`src/rtl/sram_arb_pkg.sv`:
```
// -----------------------------------------------------------------------------
// sram_arb_pkg
// Shared sizing, types and helpers for the SRAM access arbiter.
//   NUM_REQ / NUM_BANKS / ADDR_W / DATA_W : interface sizing
//   req_id_t    : requester port index
//   bank_t      : SRAM bank index
//   arb_state_t : arbitration FSM state {ARB, LOCKED}
//   rd_tag_t    : per-read tag carried down the read-return pipeline
// -----------------------------------------------------------------------------
package sram_arb_pkg;

  localparam int NUM_REQ   = 3;
  localparam int NUM_BANKS = 8;
  localparam int ADDR_W    = 10;
  localparam int DATA_W    = 64;

  localparam int REQ_ID_W  = $clog2(NUM_REQ);
  localparam int BANK_W    = $clog2(NUM_BANKS);

  typedef logic [REQ_ID_W-1:0] req_id_t;
  typedef logic [BANK_W-1:0]   bank_t;

  typedef enum logic {
    ARB    = 1'b0,
    LOCKED = 1'b1
  } arb_state_t;

  typedef struct packed {
    logic    valid;
    req_id_t id;
    bank_t   bank;
  } rd_tag_t;

  // Cyclic successor of a port index.
  function automatic req_id_t next_id(req_id_t id);
    return (int'(id) == NUM_REQ - 1) ? '0 : id + 1'b1;
  endfunction

endpackage

```
`src/rtl/sram_rr_select.sv`:
```
// -----------------------------------------------------------------------------
// sram_rr_select
// Round-robin picker: grants the first set bit of 'valid' found searching
// cyclically upward from 'ptr'.
//   valid : candidate vector
//   ptr   : highest-priority index
//   grant : one-hot winner (all zero when no candidate)
// -----------------------------------------------------------------------------
module sram_rr_select #(
  parameter int NUM_REQ = 3
) (
  input  logic [NUM_REQ-1:0]         valid,
  input  logic [$clog2(NUM_REQ)-1:0] ptr,
  output logic [NUM_REQ-1:0]         grant
);

  // Walk the search order backwards so the earliest candidate is written
  // last and wins, without needing a found flag.
  always_comb begin
    // NOTE: every always_comb output gets a default first; without it, a path
    // that skips the assignment infers a latch.
    grant = '0;
    for (int k = NUM_REQ - 1; k >= 0; k--) begin
      int unsigned idx;
      idx = (int'(ptr) + k) % NUM_REQ;
      if (valid[idx]) begin
        grant      = '0;
        grant[idx] = 1'b1;
      end
    end
  end

endmodule

```
`src/rtl/sram_access_arbiter.sv`:
```
// -----------------------------------------------------------------------------
// sram_access_arbiter
// Arbitrates NUM_REQ requester ports onto a banked SRAM. Round-robin between
// ports, with an optional locked burst of up to MAX_BURST grants to one port.
// Strobes are registered one cycle after the handshake; read data is sampled
// RD_LAT cycles after the strobe and returned one cycle later to the issuer.
//   clk, n_rst            : clock, async active-low reset
//   req_valid/write/lock  : per-port request, direction, burst lock
//   req_bank/addr/wdata   : per-port flattened bank, word address, write data
//   req_ready             : one-hot grant (transfer = valid & ready at edge)
//   sram_cs/r/w_trigger   : one-hot per-bank select and strobes
//   sram_addr/wdata       : address and write data to SRAM
//   sram_rdata            : flattened per-bank read data
//   rsp_valid/rsp_data    : read response strobe (per port) and data
//   busy                  : request pending or read in flight
// -----------------------------------------------------------------------------
module sram_access_arbiter
  import sram_arb_pkg::*;
#(
  parameter int RD_LAT    = 1,
  parameter int MAX_BURST = 16
) (
  input  logic                        clk,
  input  logic                        n_rst,
  input  logic [NUM_REQ-1:0]          req_valid,
  input  logic [NUM_REQ-1:0]          req_write,
  input  logic [NUM_REQ-1:0]          req_lock,
  input  logic [NUM_REQ*BANK_W-1:0]   req_bank,
  input  logic [NUM_REQ*ADDR_W-1:0]   req_addr,
  input  logic [NUM_REQ*DATA_W-1:0]   req_wdata,
  output logic [NUM_REQ-1:0]          req_ready,
  output logic [NUM_BANKS-1:0]        sram_cs,
  output logic [NUM_BANKS-1:0]        sram_r_trigger,
  output logic [NUM_BANKS-1:0]        sram_w_trigger,
  output logic [ADDR_W-1:0]           sram_addr,
  output logic [DATA_W-1:0]           sram_wdata,
  input  logic [NUM_BANKS*DATA_W-1:0] sram_rdata,
  output logic [NUM_REQ-1:0]          rsp_valid,
  output logic [DATA_W-1:0]           rsp_data,
  output logic                        busy
);

  localparam int CNT_W = $clog2(MAX_BURST + 1);

  arb_state_t         state_q, state_d;
  req_id_t            owner_q, owner_d;
  req_id_t            rr_ptr_q, rr_ptr_d;
  logic [CNT_W-1:0]   burst_cnt_q, burst_cnt_d;

  logic [NUM_REQ-1:0] owner_mask;
  logic [NUM_REQ-1:0] eligible;
  logic [NUM_REQ-1:0] grant;
  logic               xfer;
  req_id_t            xfer_id;
  bank_t              xfer_bank;
  logic [NUM_BANKS-1:0] bank_oh;

  rd_tag_t            pipe_q [RD_LAT+1];
  logic               pipe_busy;

  // ---------------------------------------------------------------------------
  // FSM state register
  // ---------------------------------------------------------------------------
  always_ff @(posedge clk or negedge n_rst) begin
    if (!n_rst) begin
      state_q     <= ARB;
      owner_q     <= '0;
      rr_ptr_q    <= '0;
      burst_cnt_q <= '0;
    end else begin
      // NOTE: sequential state uses non-blocking assignment so every register
      // samples the pre-edge values, independent of statement order.
      state_q     <= state_d;
      owner_q     <= owner_d;
      rr_ptr_q    <= rr_ptr_d;
      burst_cnt_q <= burst_cnt_d;
    end
  end

  // ---------------------------------------------------------------------------
  // FSM next-state logic
  // ---------------------------------------------------------------------------
  always_comb begin
    state_d     = state_q;
    owner_d     = owner_q;
    rr_ptr_d    = rr_ptr_q;
    burst_cnt_d = burst_cnt_q;

    if (xfer) rr_ptr_d = next_id(xfer_id);

    case (state_q)
      ARB: begin
        // A one-grant burst limit makes locking meaningless; stay in ARB.
        if (xfer && req_lock[xfer_id] && (MAX_BURST > 1)) begin
          state_d     = LOCKED;
          owner_d     = xfer_id;
          burst_cnt_d = CNT_W'(1);
        end
      end
      LOCKED: begin
        if (!req_valid[owner_q]) begin
          state_d     = ARB;
          burst_cnt_d = '0;
          rr_ptr_d    = next_id(owner_q);
        end else if (xfer) begin
          burst_cnt_d = burst_cnt_q + 1'b1;
          if (!req_lock[owner_q] || (burst_cnt_d == CNT_W'(MAX_BURST))) begin
            state_d     = ARB;
            burst_cnt_d = '0;
          end
        end
      end
      default: state_d = ARB;
    endcase
  end

  // ---------------------------------------------------------------------------
  // FSM outputs: eligibility and grant
  // ---------------------------------------------------------------------------
  always_comb begin
    owner_mask          = '0;
    owner_mask[owner_q] = 1'b1;
    // Gating with n_rst keeps req_ready low for the whole reset assertion,
    // not just from the first clock edge.
    eligible = n_rst ? req_valid : '0;
    if (state_q == LOCKED) eligible = eligible & owner_mask;
  end

  sram_rr_select #(
    .NUM_REQ (NUM_REQ)
  ) u_rr_select (
    .valid (eligible),
    .ptr   (rr_ptr_q),
    .grant (grant)
  );

  assign req_ready = grant;
  assign xfer      = |grant;

  always_comb begin
    xfer_id = '0;
    for (int i = 0; i < NUM_REQ; i++) begin
      if (grant[i]) xfer_id = req_id_t'(i);
    end
    xfer_bank        = req_bank[xfer_id*BANK_W +: BANK_W];
    bank_oh          = '0;
    bank_oh[xfer_bank] = 1'b1;
  end

  // ---------------------------------------------------------------------------
  // Registered SRAM strobes; address and write data hold when idle.
  // ---------------------------------------------------------------------------
  always_ff @(posedge clk or negedge n_rst) begin
    if (!n_rst) begin
      sram_cs        <= '0;
      sram_r_trigger <= '0;
      sram_w_trigger <= '0;
      sram_addr      <= '0;
      sram_wdata     <= '0;
    end else begin
      sram_cs        <= xfer ? bank_oh : '0;
      sram_r_trigger <= (xfer && !req_write[xfer_id]) ? bank_oh : '0;
      sram_w_trigger <= (xfer &&  req_write[xfer_id]) ? bank_oh : '0;
      if (xfer) begin
        sram_addr  <= req_addr[xfer_id*ADDR_W +: ADDR_W];
        sram_wdata <= req_wdata[xfer_id*DATA_W +: DATA_W];
      end
    end
  end

  // ---------------------------------------------------------------------------
  // Read-return pipeline: stage k is valid during strobe cycle + k. The last
  // stage selects the bank whose data is present this cycle.
  // ---------------------------------------------------------------------------
  always_ff @(posedge clk or negedge n_rst) begin
    if (!n_rst) begin
      // NOTE: the tag pipeline is cleared on reset, not left to flush, so a
      // read in flight at reset can never surface as a response afterwards.
      for (int k = 0; k <= RD_LAT; k++) pipe_q[k] <= '0;
    end else begin
      pipe_q[0] <= '{valid: xfer && !req_write[xfer_id], id: xfer_id, bank: xfer_bank};
      for (int k = 1; k <= RD_LAT; k++) pipe_q[k] <= pipe_q[k-1];
    end
  end

  always_ff @(posedge clk or negedge n_rst) begin
    if (!n_rst) begin
      rsp_valid <= '0;
      rsp_data  <= '0;
    end else begin
      rsp_valid <= '0;
      if (pipe_q[RD_LAT].valid) begin
        rsp_valid[pipe_q[RD_LAT].id] <= 1'b1;
        rsp_data <= sram_rdata[pipe_q[RD_LAT].bank*DATA_W +: DATA_W];
      end
    end
  end

  always_comb begin
    pipe_busy = 1'b0;
    for (int k = 0; k <= RD_LAT; k++) pipe_busy = pipe_busy | pipe_q[k].valid;
  end

  assign busy = n_rst & ((|req_valid) | pipe_busy);

endmodule

```
`config.mk`:
```
export PLATFORM = sky130hd
export DESIGN_NAME = sram_access_arbiter
export DESIGN_NICKNAME = d
export VERILOG_FILES = /design/src/rtl/sram_arb_pkg.sv /design/src/rtl/sram_rr_select.sv /design/src/rtl/sram_access_arbiter.sv
export SDC_FILE = /design/constraint.sdc
export NUM_CORES = 1
export LEC_CHECK = 0
export ABC_AREA = 1
export CAP_MARGIN = 20
export CORE_AREA = 2 2 360 362
export CTS_CLUSTER_SIZE = 12
export DETAILED_ROUTE_END_ITERATION = 8
export DIE_AREA = 0 0 362 364
export DONT_BUFFER_PORTS = 1
export PLACE_DENSITY_LB_ADDON = 0.08
export SLEW_MARGIN = 20
export SYNTH_ARGS = -nofsm -noshare
export SYNTH_HDL_FRONTEND = slang
export SYNTH_SLANG_ARGS = --single-unit
```
`constraint.sdc`:
```
create_clock -name clk -period 3.1 [get_ports clk]
set_input_delay 0.155 -clock clk [delete_from_list [all_inputs] [get_ports clk]]
set_output_delay 0.155 -clock clk [all_outputs]
set_load 0.1 [all_outputs]
```
==> run summary, run 1 <==
The final routed wire length divided by cell count is roughly 24 microns. STA classifies the critical path startpoint as a flip-flop. The period utilization came out at 0.9434. The maximum fanout encountered on the critical timing path is 59.

The placeable core region is between 0.1 and 0.15 sq mm. The number of CTS-inserted buffers came out at 17. The count of final max-slew check failures is 0.

The floorplan has 132 rows. The proportion of synthesized chip area in sequential cells is 0.3508. The initial antenna violation count came out at 24. The remaining global-route overflow came out at 0.

The first TritonRoute pass finished after 6 iterations. The share of async-settable or async-resettable flops after synthesis came out at 1.000. Static timing analysis puts the maximum clock frequency at about 340 MHz. The wire length of the first global-routing pass is 122800 microns. The routed metal-1 wire length is about 36000 microns. The smallest hold slack came out at -0.6819 ns. The category of the critical setup timing path is reg2reg. The max-cap check violation count is 0. The final setup skew is 0.01426 ns. Wire segments on met2 add up to 47570 microns in the final route. Routability-driven placement finished with a final weighted congestion of between 0.7 and 0.8.

The synthesized netlist occupies a cell area of 0.01334 sq mm. The slew at the pin with the worst max-slew slack came out at about 1.1 ns. The largest stage delay on the critical path is 0.82 ns. The die extent in y is 364 microns. Setup repair after global routing could not meet its margin everywhere. The reported leakage power came out at 9.005 nW. The flop-to-flop setup slack is roughly 0.18 ns.

The floorplan step set the die width to 362 microns. The remaining max-slew budget at the tightest pin came out at 0.2708. The checks that failed: hold timing.

The hold violation count in the final report came out at 187. The count of nets left with antenna violations after detail routing is 0. The quantity of hold-fixing buffers added after cts is 479. The uppermost layer routed is met5.

The layout overhead on the synthesized area is 59.95%. The cell area power density came out at 1542 mW/mm^2. The area used by multi-input combinational logic came out at about 0.0073 sq mm. The flow ran to the end, but the final reports show violations. The die area came out at 0.1318 sq mm.

The startpoint of the worst-slack reg-to-reg timing path is pipe_q[1]$_DFF_PN0_. The maximum level of the CTS H-tree is 4. The clock latency at the later pin of the worst-skew pair is between 0.5 and 0.6 ns.

After synthesis, the cell types taking the most area are sky130_fd_sc_hd__dfrtp_1 (35%), sky130_fd_sc_hd__mux2i_1 (9.6%), sky130_fd_sc_hd__nand2_1 (8.4%). The Yosys step of the flow raised 0 warnings. The overall fraction of global-route tracks in use is 0.1323. The post-DP HPWL came out at 69450 microns. The worst flop-to-flop path endpoint is rsp_data[3]$_DFFE_PN0P_. The final-report setup violation count came out at 0.

For the worst setup path, the data required time is 3.52 ns. The arrival time reported for the critical path endpoint is 3.34 ns. The total vias in the final route is 15200. The worst setup path is captured at a flip-flop. The number of top-level design ports is 923. The synthesized design contains 0 enable-type register cells.

TritonCTS built the clock tree. The critical path startpoint is pipe_q[1]$_DFF_PN0_. For this block, the routed nets add up to 92130 microns of wire. The layout cell share with drive strength beyond 1 is 0.09201. The via count of the first global-routing pass is approximately 16000. The signal on the critical path passes through buf_12 -> a21oi_1 -> o21ai_0 -> dlygate4sd3_1 -> o211ai_1 -> dlygate4sd3_1 -> nand3_1 -> nand2_1. The post-detailed-route via-to-cell ratio is 3.884. The number of filler cells placed in the layout came out at roughly 15000.

The register clock-pin slew on the reported worst setup and hold paths is 0.09 ns. The wire length on met3 came out at 6436 microns. The worst voltage drop across the vdd grid is 720.3 uV. The number of distinct library cells after synthesis is 38. After the flow finishes, the layout carries non-filler instances totaling 3915. The initial utilization of the core area, before any placement, comes to 0.1039.

The clock drives 187 sinks. Registers take roughly 0.0047 sq mm. The final critical path time including I/O delays and setup came out at 2.925 ns. The critical-path cell with the highest stage delay is sky130_fd_sc_hd__dfrtp_4.

The number of instances in the placed design came out at approximately 3400. The count of mapped cells out of synthesis is 1761. The cell that appears most often on the critical path is sky130_fd_sc_hd__dlygate4sd3_1.

The synthesized net count came out at 2520. Input and output buffers added on the ports amount to 0. The number of design-rule violations left by the first detailed-router iteration is ~660. The post-detailed-route DRC marker count came out at 0. The flip-flop and latch count after synthesis came out at 187.

The total power after layout came out at ~33 mW. The tree is rooted in a sky130_fd_sc_hd__clkbuf_16. Entering global routing, the biggest net connects 192 pins.

The count of cells along the worst register-to-register path came out at 8. The most used flip-flop cell after synthesis is sky130_fd_sc_hd__dfrtp_1. The portion of synthesized cell area occupied by the leading cell type is 0.3508. The count of nets after finishing came out at 2974. The synthesized design spends more area on one cell type than any other, namely sky130_fd_sc_hd__dfrtp_1. The maximum number of buffers from clock root to sink is 2.

The tightest min-delay check is of the in2async type. The mean post-synth cell area came out at around 7.6 sq um.
==> critical path, delay by kind of cell, from the launching register on <==
kind / cells / cell delay [ns]
DFF: 1 / 0.82
AOI/OAI and AO/OA: 3 / 0.25
buffers and inverters: 3 / 1.51
and+or+nand+nor: 2 / 0.13
==> flip-flops by register name, indices dropped and copies added, names as in the netlist <==
register / count
sram_r_trigger: 8
rr_ptr_q: 2
owner_q: 2
sram_cs: 8
sram_w_trigger: 8
pipe_q: 12
sram_addr: 10
burst_cnt_q: 5
state_q: 1
rsp_data: 64
rsp_valid: 3
sram_wdata: 64
==> layout make-up <==
cell class              instances  share of cell area
repair buffers                585              0.2771
well taps                    1675             0.09823
inverters                     177             0.03173
clock buffers                  17             0.01994
flip-flops and latches        187              0.2199
clock inverters                15             0.01015
multi-input cells            1247              0.3416
diodes                         12            0.001408
==> layout by cell type (no fill, tap or decap), drive strengths merged, types with 3 or more instances in the layout <==
cell type / Yosys / final
or2: 6 / 6
nand4: 80 / 80
nor3: 3 / 3
dlygate4sd3: 0 / 479
mux2i: 128 / 128
a21oi: 132 / 132
clkinv: 0 / 4
ha: 5 / 5
inv: 177 / 186
nand2: 337 / 337
nor2: 32 / 32
o21ai: 149 / 149
dfrtp: 187 / 187
o211ai: 128 / 128
o21a: 74 / 74
nand3: 164 / 164
clkbuf: 81 / 19
diode: 0 / 12
buf: 69 / 103
==> cells in the mapped netlist, drive strengths merged (2+ instances only) <==
cell type,instances
a21oi,132
nand4,80
or2,6
o21a,74
nor2,32
dfrtp,187
o21ai,149
xor2,2
o211ai,128
nor3,3
clkbuf,81
inv,177
nand3b,2
mux2i,128
nand3,164
nand2,337
ha,5
buf,69
==> worst max-delay path by stage <==
| stage | to | cells past startpoint | slack (ns) |
|---|---|---|---|
| floorplan | req_ready[1] | 13 | 0.61 |
| global placement | sram_wdata[3]$_DFFE_PN0P_ | 15 | 0.23 |
| detailed placement | sram_wdata[2]$_DFFE_PN0P_ | 15 | 0.19 |
| CTS | req_ready[2] | 11 | 0.01 |
| global route | req_ready[2] | 11 | -0.03 |
| finish | rsp_data[3]$_DFFE_PN0P_ | 8 | 0.18 |
==> report_power, final <==
part / total (mW) / switching [mW] / leakage, nW / internal, mW
combinational: 19.4 / 12.4 / 6.41 / 7.08
clock: 2.65 / 1.39 / 0.315 / 1.26
sequential: 10.8 / 7.19 / 2.28 / 3.62
==> kinds of logic (layout without fill, tap and decap cells) <==
family | after synthesis | count (layout) | synth area share
xor+xnor | 2 | 2 | 0.001314
other cells | 0 | 12 | 0
fa+ha+maj | 5 | 5 | 0.004690
mux | 128 | 128 | 0.09606
flops | 187 | 187 | 0.3508
buf+inv | 327 | 794 | 0.1038
compound gates | 486 | 486 | 0.2219
simple gates | 626 | 626 | 0.2214
==> per-layer routing <==
layer,GRT usage,vias up
met5,0,-
li1,-,7041
met4,0.04167,8
met1,0.1497,7386
met3,0.03706,78
met2,0.2387,691
==> per-stage QoR <==
step,hold WS [ns],utilization,area [sq um],setup TNS [ns],setup slack (ns)
after floorplan,-0.1406,-,13340,0,0.6147
after global placement,-0.1267,0.1216,15610,0,0.2335
after detailed placement,-0.1247,0.1216,15610,0,0.1868
after CTS,-0.7583,0.1645,21110,0,0.01153
after global routing,-0.7510,0.1661,21320,-0.03116,-0.03116
final,-0.6819,0.1662,21330,0,0.1755
==> repair_timing <==
| item | CTS | global route |
|---|---|---|
| buffers inserted | 0 | 12 |
| gates resized for setup | 5 | 5 |
| pin swaps | 0 | 1 |
| hold endpoints to repair | 331 | 187 |
| cloned | 1 | 2 |
| setup endpoints to repair | 2 | 19 |
(Power assumes the default switching activity.)
==> run 2, diff against run 1 <==
- clock period: 3.1 -> 3.4 ns (I/O delays scaled with it)
==> run 2 against run 1 <==
The run still ends with hold timing left; fmax shrank 9.0%; clock-buffer cell count grew 1; sequential cell count did not move; worst setup slack better by 0.011 ns; register-to-register slack is essentially flat; global-route usage shrank 0.49 points; non-clock buffer count fell by 163; design area down 7.5%; die area did not move; final cell count down 4.3%; critical path type unchanged; largest cell class unchanged.
==> run summary, run 2 (synthesized netlist as in run 1, its figures left out) <==
The count of final max-slew check failures came to 0. The number of filler cells placed in the layout came out at about 15000. For this run, design rule violations remaining after detail routing come to 0. The critical path starts at rr_ptr_q[0]$_DFF_PN0_. The max-cap check violation count is 0.

The count of nets left with antenna violations after detail routing is 0. TritonCTS built the clock tree. The library cell used most frequently in the layout, excluding fill and tap cells, is sky130_fd_sc_hd__dlygate4sd3_1. The post-route setup TNS came out at 0 ns.

The maximum fanout encountered on the critical timing path came out at 73. The clock root buffer is sky130_fd_sc_hd__clkbuf_16. Setup repair after global routing left no endpoint under its margin. After detailed routing, the number of vias per cell comes to ~3.8.

The tightest hold path in the finished design has a slack of -0.6601 ns. The placeable core region is 0.1283 sq mm. The post-DP HPWL is 69040 microns. The final-report setup violation count came out at 0. The x dimension of the die is 362 microns. The final routed wire length divided by cell count is 23.91 microns. The count of port buffers added during placement is 0. Compared with the post-synthesis result, the final layout area differs by 47.97%. The initialized floorplan defines ~130 standard-cell rows. The die area came out at about 0.13 sq mm. The number of top-level design ports is slightly above 900. Routability-driven placement finished with a final weighted congestion of a little under 0.8. At the worst endpoint, the required time is 3.83 ns. In the final layout, the registers with the most flip-flops are rsp_data (64), sram_wdata (64), pipe_q (12).

The final setup skew is 0.01537 ns. The dominant delay contributor by cell family on the critical path is buffers and inverters. The worst setup path is launched from a flip-flop. The slew at the pin with the worst max-slew slack came out at between 1 and 1.5 ns. The checks that failed: hold timing. The count of nets after finishing is between 2000 and 3000. Summing all multi-input logic gate instances after layout gives approximately 0.0073 sq mm. For this design, the sink count on the clock tree is 187. The total vias in the final route came out at 14330.

On the worst path, the slowest cell contributes a delay of 0.58 ns. Entering global routing, the biggest net connects around 190 pins. The arrival time reported for the critical path endpoint came out at 3.64 ns.

The utilization after layout came out at 0.1538. For the finished layout, the period the worst path requires is 3.214 ns. The number of cells on the worst reg-to-reg path is 15. The number of design-rule violations left by the first detailed-router iteration came out at about 710.

The type of the worst min-delay path is in2async. The category of the critical setup timing path is reg2reg. The total wirelength of the detailed-routed design came out at 89620 microns.

Together, buffers and inverters on the worst path number 5. The number of CTS-inserted buffers came out at 17. The hold violation count in the final report came out at 187. The startpoint of the worst-slack reg-to-reg timing path is rr_ptr_q[0]$_DFF_PN0_. The initial standard-cell utilization of the core came out at 0.1039.

The endpoint identified for the worst register-to-register timing path is sram_wdata[36]$_DFFE_PN0P_. The clock reaches the later pin of the worst-skew pair after 0.53 ns. The flow ran to the end, but the final reports show violations. The via count of the first global-routing pass came to ~15000. Static timing analysis puts the maximum clock frequency at 311.2 MHz.

The path length in cells of the critical path came out at 15. The layout cell share with drive strength beyond 1 is 0.08132. The register clock-pin slew on the reported worst setup and hold paths came out at around 0.10 ns. The first detailed-routing pass took 5 iterations. The most critical setup path has its endpoint at sram_wdata[36]$_DFFE_PN0P_. The slowest stage of the critical path is the sky130_fd_sc_hd__dlygate4sd3_1 cell. The kind of end point of the critical path is a flip-flop. The H-tree was split into 4 levels.

The remaining global-route overflow is 0. The initial antenna violation count is 17. The die extent in y is 364 microns. The overall fraction of global-route tracks in use is 0.1274.

The remaining max-slew budget at the tightest pin came out at 0.2468. Traced cell by cell, the critical path runs through inv_1 -> ha_1 -> inv_1 -> nand3_1 -> nand3_2 -> nand2_1 -> nand3_1 -> nand2_4 -> nand2_8 -> nand3_4 -> buf_12 -> buf_16 -> nand4_1 -> dlygate4sd3_1 -> o21a_1. In the layout the commonest cells are sky130_fd_sc_hd__dlygate4sd3_1 (357), sky130_fd_sc_hd__nand2_1 (296), sky130_fd_sc_hd__dfrtp_1 (182). The period utilization came out at 0.9451.

The maximum number of buffers from clock root to sink is 2. The wire length of the first global-routing pass came out at 117600 microns. The flip-flop and latch area is 0.004693 sq mm. The worst register-to-register path has a setup slack of 0.19 ns. The number of hold buffers added after CTS was 357.
==> run 2: changes by cell type in the layout (fill, tap and decap cells not counted), moves of 3 or more <==
cell	delta
sky130_fd_sc_hd__dlygate4sd3_1	-122
sky130_fd_sc_hd__buf_4	-38
sky130_fd_sc_hd__diode_2	-5
sky130_fd_sc_hd__buf_12	-3
==> run 2: layer usage <==
layer | up-vias | GRT usage | wire (microns)
li1 | 6696 | - | -
met1 | 6909 | 0.1444 | 35180
met2 | 655 | 0.2255 | 45910
met3 | 67 | 0.04143 | 6702
met4 | 4 | 0.03971 | 1801
met5 | - | 0 | 21
==> run 2: area by class of cell <==
type / instances / area share
Sequential cell: 187 / 0.2378
Antenna cell: 7 / 0.0008875
Inverter: 177 / 0.03404
Tap cell: 1675 / 0.1062
Clock inverter: 14 / 0.008495
Timing Repair Buffer: 422 / 0.2204
Multi-Input combinational cell: 1248 / 0.3700
Clock buffer: 18 / 0.02225
==> run 2: worst min path at each step <==
stage | startpoint | endpoint | slack, ns | depth (start not counted)
after floorplan | n_rst | burst_cnt_q[0]$_DFFE_PN0P_ | -0.13 | 0
after global placement | n_rst | rsp_data[15]$_DFFE_PN0P_ | -0.11 | 0
after detailed placement | n_rst | rsp_data[12]$_DFFE_PN0P_ | -0.11 | 0
after CTS | n_rst | rsp_data[8]$_DFFE_PN0P_ | -0.74 | 0
after global routing | n_rst | rsp_data[15]$_DFFE_PN0P_ | -0.73 | 0
final | n_rst | rsp_data[26]$_DFFE_PN0P_ | -0.66 | 0
==> run 2: worst reg2reg max path: cells and delay by family, from the launching register on <==
| kind | cells | cell delay, ns |
|---|---|---|
| compound gates | 1 | 0.10 |
| fa+ha+maj | 1 | 0.34 |
| buf+inv | 5 | 1.20 |
| flops | 1 | 0.41 |
| simple gates | 8 | 1.06 |
==> run 2: through the flow <==
stage	setup WS, ns	std cells	area, sq um
4_1_cts	0.02424	3729	19500
5_1_grt	0.0007505	3745	19730
3_5_place_dp	0.4529	3340	15320
3_3_place_gp	0.4857	3340	15320
2_1_floorplan	0.8997	1761	13340
6_report	0.1865	3748	19740
==> run 2: repair_timing <==
action | 4_1_cts | 5_1_grt
buffers inserted | 0 | 8
hold endpoints to repair | 331 | 187
gates resized for setup | 0 | 6
setup endpoints to repair | 0 | 49
Power of run 2 is not shown: default switching activity piles up to over one toggle a cycle in this logic, so the estimate is an artifact.
==> run 3, diff against run 2 <==
- CELL_PAD_IN_SITES_DETAIL_PLACEMENT: default -> 2
- CELL_PAD_IN_SITES_GLOBAL_PLACEMENT: default -> 2
==> run 3 against run 2 <==
The run still ends with hold timing left; clock-buffer cell count up 2; final cell count up 1.2%; fmax up 4.5%; die area unchanged; core utilization up 0.29 points; worst hold slack better by 0.0053 ns; wire length up 7.7%; clock skew up 0.021 ns; highest routed layer unchanged.
==> run summary, run 3 (synthesized netlist as in run 1, its figures left out) <==
On the final layout, the worst clock skew is 0.03630 ns. In this run the critical register-to-register path is launched from rr_ptr_q[0]$_DFF_PN0_. The kind of end point of the critical path is a flip-flop. The largest stage delay on the critical path came out at 0.43 ns. In this run, placement finished with an instance count of 3336. The maximum level of the CTS H-tree is 4. Setup repair after global routing left no endpoint under its margin.

The number of top-level design ports came out at 923. The overall fraction of global-route tracks in use came out at 0.1416. The register clock-pin slew on the reported worst setup and hold paths came out at 0.10 ns. Buffers inserted to repair hold after CTS numbered between 400 and 500.

The most numerous cell type found on the critical path is sky130_fd_sc_hd__nand3_1. TritonCTS built the clock tree. Counting cells, the worst reg-to-reg path comes to 14. The routed design has between 90000 and 100000 microns of wire.

The via count of the first global-routing pass came out at 16600. For this design, the sink count on the clock tree is ~190. Counting the buffers created by CTS gives 17.

The slowest stage of the critical path is the sky130_fd_sc_hd__buf_4 cell. The count of port buffers added during placement came out at 0. The category of the critical setup timing path is reg2reg. In the final layout, the share of cells above drive strength 1 is 0.07258. The cell sitting at the root of the clock tree is a sky130_fd_sc_hd__clkbuf_16. The clock latency at the later pin of the worst-skew pair came out at 0.55 ns. The worst path needs 3.075 ns of the cycle, external delays included.

The smallest hold slack came out at -0.6547 ns. The final standard cell area without fillers is 0.02011 sq mm. Together, buffers and inverters on the worst path number 4. The period utilization is 0.9045. The placeable core region came out at 0.1283 sq mm. The arrival time reported for the critical path endpoint is 3.55 ns.

The post-route setup TNS came out at 0 ns. The worst setup path is launched from a flip-flop. The top cell types in the final layout, fill and taps aside, are sky130_fd_sc_hd__dlygate4sd3_1 (411), sky130_fd_sc_hd__nand2_1 (298), sky130_fd_sc_hd__dfrtp_1 (180). The initial standard-cell utilization of the core came out at 0.1039.

The achievable frequency is 325.2 MHz. The worst register-to-register path ends at sram_wdata[60]$_DFFE_PN0P_. The run finished, with violations left. For this design the static power due to leakage is 8.414 nW.

The library cell used most frequently in the layout, excluding fill and tap cells, is sky130_fd_sc_hd__dlygate4sd3_1. The maximum number of buffers from clock root to sink came out at 2. The largest registers in the layout are rsp_data (64), sram_wdata (64), pipe_q (12). The final routed wire length divided by cell count is between 20 and 30 microns. The post-placement cell area came out at ~0.015 sq mm. Across the run, the number of max-cap violations was 0. Entering global routing, the biggest net connects 192 pins.

The slew at the pin with the worst max-slew slack came out at 1.143 ns. The number of design-rule violations left by the first detailed-router iteration came out at 559. In this run the register-to-register setup slack is 0.32 ns. The hold violation count in the final report came out at 187.

Of all nets on the critical path, the largest fanout is 55. The count of final max-slew check failures is 0. The first global-routing pass estimated 131700 microns of wire. The layout overhead on the synthesized area came out at 50.79%.

The initial antenna violation count came out at 35. In this run the remaining antenna-violating nets after routing total 0. The post-detailed-route DRC marker count came out at 0. The count of nets after finishing came out at 2854. The signal on the critical path passes through inv_1 -> ha_1 -> inv_1 -> nand3_1 -> nand2_1 -> nand2_1 -> nand3_1 -> nand2_4 -> nand2_4 -> buf_12 -> buf_4 -> nand3_1 -> nand4_1 -> o21a_1. The die extent in y came out at ~360 microns. The total vias in the final route is 14820. Setup violations remaining at the end of the flow were counted as 0.

The post-detailed-route via-to-cell ratio came out at 3.908. The type of the worst min-delay path is in2async. The remaining global-route overflow is 0. The post-DP HPWL is 73720 microns. Headroom to the max-slew limit came out at 0.2383. The die area is 0.1318 sq mm. The dominant delay contributor by cell family on the critical path is simple AND/OR/NAND/NOR gates.

The required time of the worst setup path is 3.87 ns. The x dimension of the die is approximately 360 microns. The final cell count without fillers is roughly 3800.

The standard-cell row count is between 100 and 150. The cell area power density is 1437 mW/mm^2. The worst voltage drop across the vdd grid is 555.1 uV. The global placement routability congestion is 0.7530. Before antenna repair, the detailed router went through 5 iterations. The total power after layout is 28.91 mW.

The checks that failed: hold timing.
==> run 3: worst max-delay path by stage <==
stage | end | cells after the start | from
final | sram_wdata[60]$_DFFE_PN0P_ | 14 | rr_ptr_q[0]$_DFF_PN0_
after global routing | rsp_data[35]$_DFFE_PN0P_ | 8 | pipe_q[0]$_DFF_PN0_
after CTS | rsp_data[54]$_DFFE_PN0P_ | 7 | pipe_q[0]$_DFF_PN0_
after detailed placement | sram_wdata[58]$_DFFE_PN0P_ | 14 | rr_ptr_q[0]$_DFF_PN0_
after global placement | sram_wdata[58]$_DFFE_PN0P_ | 14 | rr_ptr_q[0]$_DFF_PN0_
after floorplan | req_ready[1] | 13 | rr_ptr_q[0]$_DFF_PN0_
==> run 3: layer usage <==
| metal | vias to the layer above | wire [microns] | track usage |
|---|---|---|---|
| met1 | 7405 | 37050 | 0.1531 |
| met2 | 543 | 50480 | 0.2606 |
| li1 | 6767 | - | - |
| met4 | 32 | 1222 | 0.02990 |
| met5 | - | 204 | 0 |
| met3 | 75 | 7511 | 0.05373 |
==> run 3: stage by stage <==
step             util  setup slack (ns)
2_1_floorplan       -            0.8997
3_3_place_gp   0.1192            0.3561
3_5_place_dp   0.1192            0.3259
4_1_cts        0.1561            0.1132
5_1_grt        0.1566           0.06337
6_report       0.1567            0.3248
==> run 3: timing repair <==
item / CTS / global route
gates resized for setup: 0 / 3
buffers inserted: 0 / 1
setup endpoints to repair: 0 / 5
endpoints found under the hold margin: 327 / 187
==> run 3: area by class of cell <==
class                           count  area (sq um)
Tap cell                         1675          2096
Inverter                          177         676.9
Timing Repair Buffer              465          4732
Fill cell                       14980        108200
Clock inverter                     12         151.4
Antenna cell                       10         25.02
Clock buffer                       20         456.7
Sequential cell                   187          4696
Multi-Input combinational cell   1247          7278
==> run 3: power by group <==
part	switching, mW	internal (mW)
sequential	8.22	3.27
clock	1.23	1.09
combinational	9.44	5.67
==> run 3: worst reg2reg max path, cell delays in order, from the launching register on <==
cell and delay [ns]:
sky130_fd_sc_hd__dfrtp_1 0.40, sky130_fd_sc_hd__inv_1 0.08, sky130_fd_sc_hd__ha_1 0.35, sky130_fd_sc_hd__inv_1 0.13, sky130_fd_sc_hd__nand3_1 0.09, sky130_fd_sc_hd__nand2_1 0.16, sky130_fd_sc_hd__nand2_1 0.09, sky130_fd_sc_hd__nand3_1 0.13
sky130_fd_sc_hd__nand2_4 0.10, sky130_fd_sc_hd__nand2_4 0.13, sky130_fd_sc_hd__buf_12 0.28, sky130_fd_sc_hd__buf_4 0.52, sky130_fd_sc_hd__nand3_1 0.22, sky130_fd_sc_hd__nand4_1 0.19, sky130_fd_sc_hd__o21a_1 0.14
